===== config.mk =====
export PLATFORM = sky130hd
export DESIGN_NAME = pc_sequencer
export DESIGN_NICKNAME = d
export VERILOG_FILES = /design/src/rtl/pc_sequencer.sv
export SDC_FILE = /design/constraint.sdc
export NUM_CORES = 1
export LEC_CHECK = 0
export ABC_CLOCK_PERIOD_IN_PS = 4700
export CAP_MARGIN = 20
export CORE_UTILIZATION = 40
export CTS_CLUSTER_DIAMETER = 200
export DETAILED_ROUTE_END_ITERATION = 12
export HOLD_SLACK_MARGIN = 0.05
export PLACE_DENSITY_LB_ADDON = 0.1
export SYNTH_ARGS = -nofsm -noshare
export SYNTH_HDL_FRONTEND = slang
export SYNTH_SLANG_ARGS = --single-unit

===== constraint.sdc =====
create_clock -name clk -period 4.7 [get_ports clk]
set_input_delay 1.41 -clock clk [delete_from_list [all_inputs] [get_ports clk]]
set_output_delay 1.41 -clock clk [all_outputs]
set_load 0.005 [all_outputs]

===== src/rtl/pc_sequencer.sv =====
// -----------------------------------------------------------------------------
// pc_sequencer
//
// Holds the registered program counter and resolves the next fetch address
// from sequential, branch/jump, call and return requests. Call/return
// addresses are kept in a small circular return-address stack (RAS).
//
// Ports:
//   clk            core clock, rising edge
//   reset          asynchronous active-high reset
//   stall          hold PC, RAS and flags this cycle
//   branch_taken   load branch target
//   branch_rel     1: target = pc_out + branch_offset, 0: target = branch_offset
//   branch_offset  jump address or two's-complement displacement
//   call           with branch_taken: push pc_out+1 onto the RAS
//   ret            pop the RAS into the PC
//   pc_out         current fetch address (registered)
//   ras_empty      RAS holds no entries
//   ras_full       RAS holds RAS_DEPTH entries
//   ras_overflow   sticky: a push hit a full RAS
//   ras_underflow  sticky: a ret hit an empty RAS
// -----------------------------------------------------------------------------
module pc_sequencer #(
    parameter int unsigned INST_ADDR_WIDTH = 9,
    parameter int unsigned RAS_DEPTH       = 4,
    parameter int unsigned RESET_PC        = 0,
    parameter bit          REL_BRANCH_EN   = 1'b1
) (
    input  logic                       clk,
    input  logic                       reset,
    input  logic                       stall,
    input  logic                       branch_taken,
    input  logic                       branch_rel,
    input  logic [INST_ADDR_WIDTH-1:0] branch_offset,
    input  logic                       call,
    input  logic                       ret,
    output logic [INST_ADDR_WIDTH-1:0] pc_out,
    output logic                       ras_empty,
    output logic                       ras_full,
    output logic                       ras_overflow,
    output logic                       ras_underflow
);

    localparam int unsigned PTR_W = $clog2(RAS_DEPTH);
    localparam int unsigned CNT_W = PTR_W + 1;
    localparam logic [CNT_W-1:0] CNT_FULL = CNT_W'(RAS_DEPTH);

    logic [INST_ADDR_WIDTH-1:0] pc_q, pc_d;
    logic [PTR_W-1:0]           wr_ptr_q, wr_ptr_d;
    logic [CNT_W-1:0]           count_q, count_d;
    logic                       overflow_q, overflow_d;
    logic                       underflow_q, underflow_d;

    logic [INST_ADDR_WIDTH-1:0] ras_q [RAS_DEPTH];

    logic [INST_ADDR_WIDTH-1:0] pc_plus1;
    logic [INST_ADDR_WIDTH-1:0] branch_target;
    logic [PTR_W-1:0]           top_ptr;
    logic                       push;

    assign pc_plus1 = pc_q + INST_ADDR_WIDTH'(1);
    // Modulo add: the two's-complement displacement wraps naturally.
    assign branch_target = (branch_rel && REL_BRANCH_EN) ? (pc_q + branch_offset)
                                                         : branch_offset;
    // The write pointer names the next free slot; the top entry sits just below.
    assign top_ptr = wr_ptr_q - PTR_W'(1);

    always_comb begin
        pc_d        = pc_q;
        wr_ptr_d    = wr_ptr_q;
        count_d     = count_q;
        overflow_d  = overflow_q;
        underflow_d = underflow_q;
        push        = 1'b0;

        if (!stall) begin
            if (ret) begin
                if (count_q != '0) begin
                    pc_d     = ras_q[top_ptr];
                    wr_ptr_d = top_ptr;
                    count_d  = count_q - CNT_W'(1);
                end else begin
                    pc_d        = pc_plus1;
                    underflow_d = 1'b1;
                end
            end else if (branch_taken) begin
                pc_d = branch_target;
                if (call) begin
                    push     = 1'b1;
                    wr_ptr_d = wr_ptr_q + PTR_W'(1);
                    // When full, the write pointer already addresses the
                    // oldest entry, so the push overwrites it in place.
                    if (count_q == CNT_FULL) begin
                        overflow_d = 1'b1;
                    end else begin
                        count_d = count_q + CNT_W'(1);
                    end
                end
            end else begin
                pc_d = pc_plus1;
            end
        end
    end

    always_ff @(posedge clk or posedge reset) begin
        if (reset) begin
            pc_q        <= INST_ADDR_WIDTH'(RESET_PC);
            wr_ptr_q    <= '0;
            count_q     <= '0;
            overflow_q  <= 1'b0;
            underflow_q <= 1'b0;
        end else begin
            pc_q        <= pc_d;
            wr_ptr_q    <= wr_ptr_d;
            count_q     <= count_d;
            overflow_q  <= overflow_d;
            underflow_q <= underflow_d;
        end
    end

    // RAS storage needs no reset: entries are only read while count is nonzero.
    genvar gi;
    generate
        for (gi = 0; gi < RAS_DEPTH; gi++) begin : g_ras
            always_ff @(posedge clk) begin
                if (push && (wr_ptr_q == PTR_W'(gi))) begin
                    ras_q[gi] <= pc_plus1;
                end
            end
        end
    endgenerate

    assign pc_out        = pc_q;
    assign ras_empty     = (count_q == '0);
    assign ras_full      = (count_q == CNT_FULL);
    assign ras_overflow  = overflow_q;
    assign ras_underflow = underflow_q;

endmodule


==> impl_metrics.ini <==
[route]
vias_per_cell = 5.31
drt-initial-drc-count = 99
postRouteAntennaNets = 0
first_pass_iters = 4
vias = 1847
drc = 0
wl_mm = 5.73
wl_per_cell_um = 16.5

[logic_synthesis]
async_flop_share_pct = 30.8
synth_cells = 222
synth_seq_cells = 52
yosysSeqAreaShare_pct = 52.5
synth_edf_count = 36
netlist_area_um2 = 2820
ys_warn_count = 0
synth.avg_cell_area_um2 = 12.7
synth_ff_type = edfxtp_1
ys_types = 47
syn-num-nets = 253

[hold_path]
hp-start = ras_underflow$_DFFE_PP0P_
holdPathStages = 1
hold_end = ras_underflow$_DFFE_PP0P_
hold_class = flip-flop to flip-flop

[placement]
place_congestion = 0.799
portBuffers = 28
place_area_um2 = 3190
dp_hpwl_mm = 4.17

[final_layout]
fillerInstances = 620
layout-drive-gt1-share_pct = 5.95
final_cell_mix = 36 x edfxtp_1, 28 x clkdlybuf4s50_1, 16 x dfrtp_1, 15 x inv_1, 14 x nand2_1
area_delta_synth_final_pct = 16.6
final_common_cell = edfxtp_1
design_area_um2 = 3290
final_nets = 282
n_antenna_cell = 0

[timing]
finalCritPeriodShare_pct = 72.8
grt_setup_unrepaired = false
max_slew_margin_pct = 56.1
skew_ns = 0.00681
layout_min_cycle_time_ns = 3.42
setup_viol = 0
hold_violations = 0
fin_hold_ws_ns = 0.465
worst_pin_slew_ns = 0.658
slew_viol_final = 0
max_freq_mhz = 292
fin_tns_setup_ns = 0

[global_routing]
antenna_found_initial = 0
grt_pass1_wl_mm = 9.51
gr-total-overflow = 0
grt_max_degree = 22
first_global_vias = 1849
grt_usage_pct = 17.3

[critical_path]
reg2reg_slack_ns = 1.96
cp_slowest_cell = nor2_1
crit_fanout = 11
r2r_start = wr_ptr_q[0]$_DFFE_PP0P_
startpoint_type = input pin
cp_slowest_stage_delay_ns = 0.57
cp_cell_sequence = clkdlybuf4s50_1 -> nand2b_1 -> nor2_1 -> inv_1 -> or4b_1 -> a21boi_0 -> or3_1
r2r_end = pc_out[8]$_DFFE_PP0N_
critPathRequiredTime_ns = 4.96
reg2reg_depth = 6
worst-endpoint-arrival_ns = 3.68
worst_setup_path_end_kind = flip-flop
path_class = input pin to flip-flop

[pwr]
seq_power_share_pct = 40.3
p_int_mw = 1.17
clockPowerShare_pct = 15.0
power_leakage_nw = 1.26
swShare_pct = 37.7
peakVddDrop_mv = 0.208
pwr-share-comb_pct = 44.8
p_sw_mw = 0.712
p_per_area_nw_per_um2 = 573

[cts]
cts.path.max_buffers = 2
holdBufCountCts = 0
clkTransAtPathRegs_ns = 0.10
post_cts_buffers = 0
clkSinkCount = 52
cts_tree = yes
clkLatencyLatePin_ns = 0.32
cts-root-buf = clkbuf_8
ctsHtreeMaxLevel = 2
ctsResizeCount = 0
cts-buffers-inserted = 5

[die]
fp-row-count = 30
die_area_um2 = 7400
initial_core_util_pct = 41.6
die_w_um = 86.0
core_um2 = 6790
fp.dieH_um = 86.0
io_pins = 29

[flow_run]
drv_cap = 0

[status]
status = complete, no violations
## synthesized netlist by cell type, drive strengths merged, types with 3 or more instances
cell type | count | area, um^2
nand2b | 3 | 18.8
buf | 5 | 38.8
mux4 | 9 | 233
xnor2 | 13 | 114
a211oi | 4 | 30.0
dfrtp | 16 | 400
nor2 | 14 | 71.3
o22ai | 3 | 18.8
ha | 13 | 163
clkbuf | 3 | 11.3
edfxtp | 36 | 1080
and3 | 7 | 43.8
nor3 | 4 | 31.3
nand2 | 14 | 52.6
nand3 | 8 | 40.0
a32oi | 3 | 26.3
mux2i | 4 | 40.0
o21ai | 8 | 40.0
xor2 | 4 | 35.0
inv | 15 | 56.3
a21oi | 12 | 60.1
## logic make-up after synthesis
group                      after synthesis  synth area share [%]
AOI/OAI and AO/OA                       44                  10.4
xor gates and xnor gates                17                  5.27
adders and majority gates               15                  7.18
buffers and inverters                   23                  3.77
DFF                                     52                  52.5
muxes                                   13                  9.66
and+or+nand+nor                         58                  11.3
## worst max path at each step
stage	startpoint	cells past startpoint	slack [ns]	end
3_5_place_dp	ret	7	0.92	pc_out[8]$_DFFE_PP0N_
2_1_floorplan	branch_offset[0]	9	1.71	pc_out[8]$_DFFE_PP0N_
6_report	ret	7	1.28	pc_out[8]$_DFFE_PP0N_
3_3_place_gp	ret	7	0.95	pc_out[8]$_DFFE_PP0N_
5_1_grt	ret	7	1.07	count_q[2]$_DFFE_PP0P_
4_1_cts	ret	7	1.27	pc_out[8]$_DFFE_PP0N_
## registers in the layout (all words and copies together), names as in the netlist
register	cells
wr_ptr_q	2
ras_underflow	1
ras_overflow	1
pc_out	9
count_q	3
ras_q	36
## critical path: cells and delay by family
family | cells | cell delay, ns
buffers and inverters | 2 | 0.63
AO/OA/AOI/OAI | 1 | 0.15
AND/OR/NAND/NOR | 4 | 1.49
## layout make-up
cell class / count / area (um^2) / share of cell area (%)
sequential: 52 / 1480 / 45.0
multi-input combinational: 147 / 1240 / 37.6
timing repair buffer: 30 / 295 / 8.97
tap: 96 / 120 / 3.65
clock buffer: 5 / 68.8 / 2.09
inverter: 15 / 56.3 / 1.71
clock inverter: 3 / 33.8 / 1.03
## metal layers
layer | up-vias | wire (um) | track usage [%]
li1 | 902 | - | -
met1 | 893 | 2730 | 24.4
met2 | 43 | 2620 | 26.7
met3 | 9 | 285 | 3.08
met4 | 0 | 97 | 6.67
met5 | - | 0 | 0
## stage by stage
stage	utilization, %	power [mW]	cells	setup slack, ns
3_5_place_dp	46.9	1.62	340	0.925
5_1_grt	48.5	2.03	348	1.07
2_1_floorplan	-	1.34	222	1.71
4_1_cts	48.5	1.91	348	1.27
3_3_place_gp	46.9	1.62	340	0.949
6_report	48.5	1.89	348	1.28
## power by group through the flow
stage	Clock (mW)	Combinational (mW)	Sequential (mW)
2_1_floorplan	0	0.606	0.730
3_3_place_gp	0	0.847	0.770
3_5_place_dp	0	0.852	0.770
4_1_cts	0.296	0.855	0.760
5_1_grt	0.306	0.950	0.779
6_report	0.282	0.845	0.759
Power figures use the tool's default switching activity.
